==> src/rtl/alu_pkg.sv <==
// Shared definitions for the ALU command sequencer: op codes, FSM states, default widths.
package alu_pkg;

  localparam int DATA_W = 8;
  localparam int CNT_W  = 16;

  localparam logic [2:0] ADD = 3'd0;
  localparam logic [2:0] SUB = 3'd1;
  localparam logic [2:0] GT  = 3'd2;
  localparam logic [2:0] EQ  = 3'd3;
  localparam logic [2:0] LT  = 3'd4;
  localparam logic [2:0] AND = 3'd5;
  localparam logic [2:0] OR  = 3'd6;
  localparam logic [2:0] XOR = 3'd7;

  typedef enum logic [1:0] {
    IDLE  = 2'd0,
    DRIVE = 2'd1,
    RESP  = 2'd2
  } state_e;

endpackage

==> src/rtl/alu_cmd_sequencer.sv <==
// Registers commands onto an external ALU, holds them for SETTLE_CYCLES, returns the captured result.
// Optional macro ALU_CHAIN_EN: cmd_chain selects the previous result as operand A.
module alu_cmd_sequencer #(
  parameter int DATA_W        = alu_pkg::DATA_W,
  parameter int SETTLE_CYCLES = 1,
  parameter int CNT_W         = alu_pkg::CNT_W
) (
  input  logic              clk,
  input  logic              rst,
  input  logic              cmd_valid,
  output logic              cmd_ready,
  input  logic [2:0]        cmd_op,
  input  logic [DATA_W-1:0] cmd_a,
  input  logic [DATA_W-1:0] cmd_b,
  input  logic              cmd_chain,
  output logic [2:0]        alu_op_code,
  output logic [DATA_W-1:0] alu_a,
  output logic [DATA_W-1:0] alu_b,
  input  logic [DATA_W:0]   alu_result,
  input  logic              alu_zero,
  input  logic              alu_control,
  output logic              rsp_valid,
  input  logic              rsp_ready,
  output logic [DATA_W:0]   rsp_result,
  output logic              rsp_zero,
  output logic              rsp_control,
  output logic [CNT_W-1:0]  op_count,
  output logic              busy
);
  import alu_pkg::*;

  // Handshakes: a transfer happens on a rising edge where valid && ready; a
  // producer holds valid and its payload stable until that edge.

  state_e              state_q, state_d;
  logic [3:0]          settle_cnt_q, settle_cnt_d;
  logic [2:0]          alu_op_code_q, alu_op_code_d;
  logic [DATA_W-1:0]   alu_a_q, alu_a_d;
  logic [DATA_W-1:0]   alu_b_q, alu_b_d;
  logic [DATA_W:0]     rsp_result_q, rsp_result_d;
  logic                rsp_zero_q, rsp_zero_d;
  logic                rsp_control_q, rsp_control_d;
  logic                rsp_valid_q, rsp_valid_d;
  logic [CNT_W-1:0]    op_count_q, op_count_d;

`ifdef ALU_CHAIN_EN
  logic [DATA_W-1:0]   prev_result_q, prev_result_d;
`else
  logic                unused_cmd_chain;
  assign unused_cmd_chain = cmd_chain;
`endif

  always_comb begin
    state_d       = state_q;
    settle_cnt_d  = settle_cnt_q;
    alu_op_code_d = alu_op_code_q;
    alu_a_d       = alu_a_q;
    alu_b_d       = alu_b_q;
    rsp_result_d  = rsp_result_q;
    rsp_zero_d    = rsp_zero_q;
    rsp_control_d = rsp_control_q;
    rsp_valid_d   = rsp_valid_q;
    op_count_d    = op_count_q;
`ifdef ALU_CHAIN_EN
    prev_result_d = prev_result_q;
`endif
    case (state_q)
      IDLE: begin
        if (cmd_valid) begin
          alu_op_code_d = cmd_op;
          alu_a_d       = cmd_a;
`ifdef ALU_CHAIN_EN
          if (cmd_chain) alu_a_d = prev_result_q;
`endif
          alu_b_d       = cmd_b;
          settle_cnt_d  = 4'(SETTLE_CYCLES - 1);
          state_d       = DRIVE;
        end
      end
      DRIVE: begin
        // Counter reaching zero marks the last settle cycle; capture on that edge.
        if (settle_cnt_q != 4'd0) begin
          settle_cnt_d = settle_cnt_q - 4'd1;
        end else begin
          rsp_result_d  = alu_result;
          rsp_zero_d    = alu_zero;
          rsp_control_d = alu_control;
          rsp_valid_d   = 1'b1;
          state_d       = RESP;
        end
      end
      RESP: begin
        if (rsp_ready) begin
          rsp_valid_d = 1'b0;
          op_count_d  = op_count_q + CNT_W'(1);
`ifdef ALU_CHAIN_EN
          prev_result_d = rsp_result_q[DATA_W-1:0];
`endif
          state_d     = IDLE;
        end
      end
      default: state_d = IDLE;
    endcase
  end

  always_ff @(posedge clk) begin
    if (rst) begin
      state_q       <= IDLE;
      settle_cnt_q  <= 4'd0;
      alu_op_code_q <= 3'd0;
      alu_a_q       <= '0;
      alu_b_q       <= '0;
      rsp_result_q  <= '0;
      rsp_zero_q    <= 1'b0;
      rsp_control_q <= 1'b0;
      rsp_valid_q   <= 1'b0;
      op_count_q    <= '0;
`ifdef ALU_CHAIN_EN
      prev_result_q <= '0;
`endif
    end else begin
      state_q       <= state_d;
      settle_cnt_q  <= settle_cnt_d;
      alu_op_code_q <= alu_op_code_d;
      alu_a_q       <= alu_a_d;
      alu_b_q       <= alu_b_d;
      rsp_result_q  <= rsp_result_d;
      rsp_zero_q    <= rsp_zero_d;
      rsp_control_q <= rsp_control_d;
      rsp_valid_q   <= rsp_valid_d;
      op_count_q    <= op_count_d;
`ifdef ALU_CHAIN_EN
      prev_result_q <= prev_result_d;
`endif
    end
  end

  assign cmd_ready   = (state_q == IDLE);
  assign busy        = (state_q != IDLE);
  assign alu_op_code = alu_op_code_q;
  assign alu_a       = alu_a_q;
  assign alu_b       = alu_b_q;
  assign rsp_valid   = rsp_valid_q;
  assign rsp_result  = rsp_result_q;
  assign rsp_zero    = rsp_zero_q;
  assign rsp_control = rsp_control_q;
  assign op_count    = op_count_q;

endmodule
==> config.mk <==
export PLATFORM = sky130hd
export DESIGN_NAME = alu_cmd_sequencer
export DESIGN_NICKNAME = d
export VERILOG_FILES = /design/src/rtl/alu_pkg.sv /design/src/rtl/alu_cmd_sequencer.sv
export SDC_FILE = /design/constraint.sdc
export NUM_CORES = 1
export LEC_CHECK = 0
export CORE_ASPECT_RATIO = 0.8
export CORE_MARGIN = 5
export CORE_UTILIZATION = 30
export DETAILED_ROUTE_END_ITERATION = 8
export GPL_TIMING_DRIVEN = 0
export PLACE_DENSITY_LB_ADDON = 0.12
export SETUP_SLACK_MARGIN = 0.2
export SYNTH_ARGS = -nofsm -noshare
export SYNTH_HDL_FRONTEND = slang
export SYNTH_SLANG_ARGS = --single-unit
export TNS_END_PERCENT = 50
==> constraint.sdc <==
create_clock -name clk -period 2.1 [get_ports clk]
set_clock_uncertainty 0.05 [all_clocks]
set_input_delay 0.63 -clock clk [delete_from_list [all_inputs] [get_ports clk]]
set_output_delay 0.63 -clock clk [all_outputs]
set_load 0.005 [all_outputs]
### Word level (Yosys, flattened, before mapping)

Index checks and enable logic that the tools add are counted.

* add/sub/neg operators: 2
* mux-type cells: 10
* equal/unequal tests: 6
* bitwise gates (word level): 1
* reduce and logical (&&, ||, !) cells: 11

Operator list (number)
* adder 16 x 1 -> 16 bit, second input constant: 1
* AND reduction 3 bit: 3
* two-way mux 4 bit: 2
* != test 2 bit, second input constant: 4
* one-hot mux 4 bit (2 select lines): 1
* two-way mux 2 bit: 3
* one-hot mux 2 bit (3 select lines): 1
* AND reduction 2 bit: 3
* nonzero test 2 bit: 3
* nonzero test 4 bit: 1
* subtractor 4 x 1 -> 4 bit, second input constant: 1
* == test 2 x 1 -> 1 bit, second input constant: 1
* == test 2 bit, second input constant: 1
* zero test 2 bit: 1
* two-way mux 1 bit: 2
* one-hot mux 1 bit (2 select lines): 1
* NOT 1 bit: 1

* register bits after elaboration: 53
* word-level logic and storage cells: 40
* bits of input ports: 35
* output and inout port bits: 49

### Logic depth before layout (Yosys ltp)

Gate-level depths: netlist of the first run.

* word-level depth: 3
* gate-level depth with buffers: 6
* mapped depth without buffers: 6

### Least setup slack after synthesis of the first run

No wires, ideal clock.

* kind: input -> register
* start: input port rsp_ready
* end: register op_count_q[15], in the netlist op_count[15]
* cell stages on the path: 5
* library setup time: 0.070 ns
* required time: 1.980 ns
* setup slack: 0.434 ns
* data arrival time: 1.545 ns
* buffers on the path: 1
* cell sequence: and3b_1 > buf_6 > nand3_4 > or4_1 > a21oi_1

* word-level cells in the longest chain between the ends: 1

RTL lines
* start: declaration: line alu_cmd_sequencer.sv:23 `input logic rsp_ready,`
* AND reduction 2 bit (no source line)
* end signal: assignment: line alu_cmd_sequencer.sv:131 `op_count_q <= op_count_d;`
* end: declaration: line alu_cmd_sequencer.sv:44 `logic [CNT_W-1:0] op_count_q, op_count_d;`

No other way between the ends.
A chain may end at the register's enable or synchronous reset.

### Final worst setup path of the first run

* start: register op_count_q[8], in the netlist op_count[8]
* end: output port op_count[8]

RTL lines
* end: declaration: line alu_cmd_sequencer.sv:27 `output logic [CNT_W-1:0] op_count,`

No word-level cell between the ends.

==> results of run 1 <==
## cells by family after synthesis
group | synth area share, %
adder cells (fa/ha/maj) | 1.77
AO/OA/AOI/OAI | 8.84
AND/OR/NAND/NOR | 25.4
multiplexers | 5.19
XOR/XNOR | 4.54
flip-flops | 50.0
buffers and inverters | 4.24
## metal layers
metal  track usage, %  up-vias  routed length, um
met5                0        -                  0
met4             3.88        0                 61
met3             3.95        8                296
met2             19.0       42               2350
met1             14.9      857               2530
li1                 -      994                  -
## worst max path at each step
| stage | end | slack (ps) | cells after the start |
|---|---|---|---|
| after CTS | op_count[15] | 170 | 6 |
| after floorplan | op_count[15] | 430 | 5 |
| after global placement | op_count[15] | -150 | 6 |
| after global routing | op_count[5] | 180 | 1 |
| final | op_count[8] | 220 | 1 |
| after detailed placement | op_count[15] | -160 | 6 |
## cells in the final DEF, fill, tap and decap left out, types with 2 or more instances in the layout
cell type,instances
sky130_fd_sc_hd__and3_1,2
sky130_fd_sc_hd__clkbuf_1,10
sky130_fd_sc_hd__buf_4,8
sky130_fd_sc_hd__clkbuf_8,6
sky130_fd_sc_hd__dfxtp_2,6
sky130_fd_sc_hd__clkdlybuf4s50_1,78
sky130_fd_sc_hd__or3_1,4
sky130_fd_sc_hd__inv_1,4
sky130_fd_sc_hd__nor2_1,21
sky130_fd_sc_hd__xnor2_1,3
sky130_fd_sc_hd__nand2_1,45
sky130_fd_sc_hd__nor3_1,4
sky130_fd_sc_hd__dfxtp_1,41
sky130_fd_sc_hd__nand4_1,4
sky130_fd_sc_hd__mux2i_1,11
sky130_fd_sc_hd__nand3b_1,2
sky130_fd_sc_hd__o21ai_0,5
sky130_fd_sc_hd__nand3_1,10
sky130_fd_sc_hd__buf_2,2
sky130_fd_sc_hd__and2_1,3
sky130_fd_sc_hd__dlygate4sd2_1,2
sky130_fd_sc_hd__dfxtp_4,6
sky130_fd_sc_hd__a21oi_1,30
sky130_fd_sc_hd__ha_1,3
sky130_fd_sc_hd__xor2_1,8
sky130_fd_sc_hd__or3b_2,2
## per-stage QoR
step / total power (uW) / setup TNS, ps / utilization (%) / hold slack, ps / cells
after floorplan: 1200 / 0 / - / 403 / 242
after global placement: 1370 / -477 / 44.1 / 392 / 410
final: 1920 / 0 / 46.6 / 409 / 422
after CTS: 1960 / 0 / 46.1 / 412 / 420
after global routing: 2020 / 0 / 46.6 / 426 / 422
after detailed placement: 1370 / -504 / 44.1 / 399 / 410
## area by class of cell
type                            instances  area, um^2
Fill cell                             677        3680
Tap cell                               87         109
Multi-Input combinational cell        170         982
Clock buffer                            7        86.3
Sequential cell                        53        1090
Inverter                                4        15.0
Timing Repair Buffer                   86         848
Buffer                                 15        77.6
## sequential cells by signal, summed over array words and instances, names as in the netlist
signal	count
settle_cnt_q	4
alu_op_code	3
op_count	16
rsp_control	1
state_q	2
rsp_result	9
alu_a	8
alu_b	8
rsp_valid	1
rsp_zero	1
## power groups by stage
stage	sequential, uW	combinational, uW	clock [uW]
global route	1070	314	634
finish	1060	284	570
floorplan	1090	103	0
CTS	1060	290	607
detailed placement	1090	282	0
global placement	1090	281	0
## timing repair
| item | CTS | global route |
|---|---|---|
| pin swaps | 1 | 2 |
| setup buffers | 3 | 2 |
| setup endpoints to repair | 14 | 18 |
| gates resized for setup | 16 | 9 |
==> results.json, run 1 <==
{
  "status": "completed",
  "final-setup-viol-count": 0,
  "reg2reg_setup_slack_ps": 460,
  "final_count_of_hold_timing_violations": 0,
  "maximum_level_of_the_cts_h_tree": 2,
  "drtIter0Drc": 24,
  "achievable-frequency_mhz": 531,
  "pwr-share-seq_pct": 55.5,
  "hold-path-endpoint": "alu_a[6]",
  "synthesized_netlist_cell_count": 242,
  "floorplan.core_area_mm2": 0.00689,
  "ratio_of_cells_with_drive_above_1_in_the_final_layout_pct": 11.6,
  "worstReg2RegStart": "state_q[0]",
  "clock_tree.buffer_depth": 2,
  "worstMarginPinSlew_ps": 552,
  "min_period_over_period_pct": 89.7,
  "postSynthAreaPerCell_um2": 8.77,
  "dr_total_vias": 1901,
  "ioPinCount": 84,
  "postSynth.asyncResetShare_pct": 0,
  "clock_tree_from_tritoncts": "done",
  "critical_path_peak_fanout": 4,
  "detailedRoute.firstPassIterationCount": 4,
  "timing.final.crit_period_ps": 1880,
  "worst-endpoint-required_ps": 1420,
  "cp-end-kind": "output pin",
  "power.combinational.fraction_pct": 14.8,
  "hold_path_startpoint": "alu_a[6]",
  "post-route-drc-count": 0,
  "yosys_cell_types": 33,
  "cts_root_buffer": "sky130_fd_sc_hd__clkbuf_8",
  "synth_top_cell_by_area": "sky130_fd_sc_hd__dfxtp_1",
  "ant_nets": 0,
  "wl_cell_um": 12.4,
  "ir_worst_vdd_uv": 220,
  "post_synth_instance_area_mm2": 0.00212,
  "relative_slew_margins_pct": 63.2,
  "via_count_of_the_first_global_routing_pass": 1834,
  "grtUsageTotal_pct": 11.8,
  "insertedDiodeCount": 0,
  "synthFlopType": "sky130_fd_sc_hd__dfxtp_1",
  "netSwitchingFraction_pct": 23.1,
  "detailed_placer_s_ending_hpwl_um": 3860,
  "design.final.nets": 373,
  "timing.critical_path.from_type": "register",
  "syn_nets": 280,
  "ys.warnings.count": 0,
  "critical_path_class": "reg -> out",
  "insertion_delay_ps": 300,
  "cap_viol_max_count": 0,
  "floorplan.die_area_mm2": 0.00887,
  "crit-reg2reg-capture": "op_count[15]",
  "critical_path.top_delay_family": "buffers and inverters",
  "synth_largest_type_area_fraction_pct": 50.0,
  "worst-endpoint-arrival_ps": 1200,
  "clock_power_share_pct": 29.7,
  "detail_route.vias_per_cell": 4.50,
  "r2r_cells": 6,
  "initial_core_util_pct": 30.8,
  "worst_setup_path_startpoint": "op_count[8]",
  "cpMaxStageDelayCell": "sky130_fd_sc_hd__clkdlybuf4s50_1",
  "layout_setup_ws_ps": 217,
  "buffer_ports.inserted": 81,
  "grt_setup_unrepaired": "yes",
  "cts_hold_buf": 0,
  "holdPathStages": 2,
  "netlist_top_cells_area": "sky130_fd_sc_hd__dfxtp_1 (50%), sky130_fd_sc_hd__nand2_1 (8.0%), sky130_fd_sc_hd__a21oi_1 (7.3%)",
  "core.rowCount": 27,
  "grt_first_pass_wirelength_um": 8710,
  "detailedPlace.worstSlack_ps": -161,
  "cp_slowest_stage_delay_ps": 520,
  "largest_net_degree_at_the_start_of_global_routing": 15,
  "synth-seq-area-share_pct": 50.0,
  "intPower_uw": 1470,
  "critical_path_buf_inv_count": 1,
  "globalplace.congestion": 0.691,
  "worst_hold_path_type": "reg -> reg",
  "clk_pin_slew_ps": 90,
  "grt-ovfl-total": 0,
  "detailed_place.area_mm2": 0.00304,
  "finalMaxSlewViolations": 0,
  "syn_to_final_growth_pct": 51.2,
  "tritoncts_sink_count": 53,
  "cts-buffers-inserted": 5,
  "p_leak_uw": 0.00123,
  "drt-total-wl_um": 5230,
  "final_cell_area_mm2": 0.00321,
  "number_of_antenna_violations_at_the_first_check_in_global_routing": 0,
  "total_net_switching_power_uw": 443,
  "fp.dieH_um": 85.2,
  "ys_ff_latch": 53,
  "yosysMostFrequentCell": "sky130_fd_sc_hd__dfxtp_1",
  "synth_commonest_cells": "sky130_fd_sc_hd__dfxtp_1 (53), sky130_fd_sc_hd__nand2_1 (45), sky130_fd_sc_hd__a21oi_1 (31)",
  "synth_edf_count": 0,
  "chipWidth_um": 104,
  "worstPathCellList": "clkdlybuf4s50_1",
  "cellPowerDensity_mw_per_mm2": 597
}
Power figures use the tool's default switching activity.
==> inputs of run 2 (changes only) <==
==> constraint.sdc (replaced) <==
create_clock -name clk -period 2 [get_ports clk]
set_clock_uncertainty 0.05 [all_clocks]
set_input_delay 0.6 -clock clk [delete_from_list [all_inputs] [get_ports clk]]
set_output_delay 0.6 -clock clk [all_outputs]
set_load 0.005 [all_outputs]
==> run 2 against run 1 <==
Register-to-register slack worse by 160 ps; largest power group unchanged; highest routed layer unchanged; clock-buffer cell count stayed put; first-iteration DRC count is 42% higher; sequential power is 6% higher; cell count is 1.9% higher; sequential share of layout area is 0.39 points lower; routed wire length is 3.2% higher; setup slack worse by 14 ps; critical path type unchanged.
==> results.json, run 2 (synthesis results as in run 1) <==
{
  "timing.final.crit_period_ps": 1800,
  "total_net_switching_power_uw": 468,
  "critical_path_buf_inv_count": 1,
  "cts-buffers-inserted": 5,
  "floorplan.core_area_mm2": 0.00689,
  "mostFrequentLayoutCell": "sky130_fd_sc_hd__clkdlybuf4s50_1",
  "tritoncts_sink_count": 53,
  "fp.dieH_um": 85.2,
  "post-route-drc-count": 0,
  "ratio_of_cells_with_drive_above_1_in_the_final_layout_pct": 18.1,
  "ir_worst_vdd_uv": 234,
  "worstPathCellList": "clkdlybuf4s50_1",
  "worst-endpoint-required_ps": 1350,
  "cellPowerDensity_mw_per_mm2": 607,
  "globalplace.congestion": 0.691,
  "design.final.nets": 381,
  "critical_path.top_delay_family": "buffers and inverters",
  "worst_setup_path_startpoint": "alu_a[0]",
  "floorplan.die_area_mm2": 0.00887,
  "largest_net_degree_at_the_start_of_global_routing": 15,
  "clock_power_share_pct": 29.9,
  "syn_to_final_growth_pct": 55.8,
  "cp_slowest_stage_delay_ps": 510,
  "grt_setup_unrepaired": "yes",
  "ioPinCount": 84,
  "p_leak_uw": 0.00162,
  "drtIter0Drc": 34,
  "final_count_of_hold_timing_violations": 0,
  "finalMaxSlewViolations": 0,
  "drt-total-wl_um": 5400,
  "netSwitchingFraction_pct": 23.3,
  "clk_pin_slew_ps": 90,
  "worst_hold_path_type": "reg -> reg",
  "number_of_antenna_violations_at_the_first_check_in_global_routing": 0,
  "critical_path_peak_fanout": 2,
  "cp-end-kind": "output pin",
  "final_cell_area_mm2": 0.00331,
  "clock_tree.buffer_depth": 2,
  "crit-reg2reg-capture": "op_count[12]",
  "r2r_cells": 7,
  "insertedDiodeCount": 0,
  "highest_count_cells_in_the_layout_ignoring_fill_and_taps": "sky130_fd_sc_hd__clkdlybuf4s50_1 (48), sky130_fd_sc_hd__nand2_1 (45), sky130_fd_sc_hd__a21oi_1 (31), sky130_fd_sc_hd__dfxtp_1 (25), sky130_fd_sc_hd__dfxtp_2 (22)",
  "dr_total_vias": 1955,
  "wl_cell_um": 12.6,
  "cap_viol_max_count": 0,
  "crit_end": "alu_a[0]",
  "grt_first_pass_wirelength_um": 9070,
  "cts_root_buffer": "sky130_fd_sc_hd__clkbuf_8",
  "core.rowCount": 27,
  "final-setup-viol-count": 0,
  "min_period_over_period_pct": 89.8,
  "grtUsageTotal_pct": 12.3,
  "detailed_placer_s_ending_hpwl_um": 3860,
  "timing.critical_path.from_type": "register",
  "critical_path_class": "reg -> out",
  "worst-endpoint-arrival_ps": 1150,
  "relative_slew_margins_pct": 64.3,
  "buffer_ports.inserted": 81,
  "ant_nets": 0,
  "grt-ovfl-total": 0,
  "detailedRoute.firstPassIterationCount": 4,
  "intPower_uw": 1540,
  "power.combinational.fraction_pct": 14.4,
  "detailed_place.area_mm2": 0.00304,
  "pwr-share-seq_pct": 55.6,
  "cp.depth": 1,
  "worstMarginPinSlew_ps": 536,
  "maximum_level_of_the_cts_h_tree": 2,
  "clock_tree_from_tritoncts": "done",
  "status": "completed",
  "worstReg2RegStart": "op_count[0]",
  "insertion_delay_ps": 300,
  "achievable-frequency_mhz": 557,
  "cpMaxStageDelayCell": "sky130_fd_sc_hd__clkdlybuf4s50_1",
  "initial_core_util_pct": 30.8,
  "via_count_of_the_first_global_routing_pass": 1897,
  "chipWidth_um": 104,
  "detail_route.vias_per_cell": 4.55,
  "largest_reg_flops": 16,
  "cts_hold_buf": 0,
  "design_power_total_uw": 2010,
  "reg2reg_setup_slack_ps": 300
}
[run 2: through the flow]
step	setup TNS [ps]	hold slack [ps]	utilization, %	instances	setup slack (ps)
3_5_place_dp	-971	399	44.1	410	-231
6_report	0	407	48.0	430	203
5_1_grt	0	424	48.0	430	165
4_1_cts	0	412	47.2	430	178
3_3_place_gp	-859	392	44.1	410	-219
2_1_floorplan	0	403	-	242	364
[run 2: metal layers]
metal	vias up	routed length (um)	global-route usage (%)
li1	1012	-	-
met1	891	2560	15.3
met2	44	2480	20.3
met3	8	296	3.95
met4	0	61	3.88
met5	-	0	0
[run 2: worst min-delay path by stage]
stage                     startpoint        to  slack (ps)  cells past startpoint
final                       alu_b[6]  alu_b[6]         410                      2
after global routing        alu_b[4]  alu_b[4]         420                      2
after CTS                   alu_b[2]  alu_b[2]         410                      2
after detailed placement    alu_b[2]  alu_b[2]         400                      2
after global placement      alu_b[2]  alu_b[2]         390                      2
after floorplan             alu_a[0]  alu_a[0]         400                      2
[run 2: power groups by stage]
stage | Clock (uW) | Combinational [uW] | Sequential (uW)
2_1_floorplan | 0 | 108 | 1150
3_3_place_gp | 0 | 295 | 1150
3_5_place_dp | 0 | 296 | 1150
4_1_cts | 637 | 302 | 1120
5_1_grt | 670 | 322 | 1120
6_report | 601 | 289 | 1120
[run 2: final cells by class]
class	instances	area [um^2]
well taps	87	109
flip-flops and latches	53	1110
multi-input cells	170	978
repair buffers	94	931
clock buffers	7	86.3
inverters	4	15.0
fillers	676	3590
plain buffers	15	75.1
[run 2: what timing repair did]
item                                    CTS  global route
buffers inserted                         13             0
resized for setup                        42            27
pin swaps                                 2             0
endpoints found under the setup margin   49            36
==> inputs of run 3 (changes only) <==
--- a/config.mk
+++ b/config.mk
@@ -8,6 +8,7 @@
 export CORE_ASPECT_RATIO = 0.8
 export CORE_MARGIN = 5
 export CORE_UTILIZATION = 30
+export CTS_CLUSTER_DIAMETER = 120
 export DETAILED_ROUTE_END_ITERATION = 8
 export GPL_TIMING_DRIVEN = 0
 export PLACE_DENSITY_LB_ADDON = 0.12
==> results of run 3 <==
The final DEF is identical to that of run 2; final timing and power are the same.
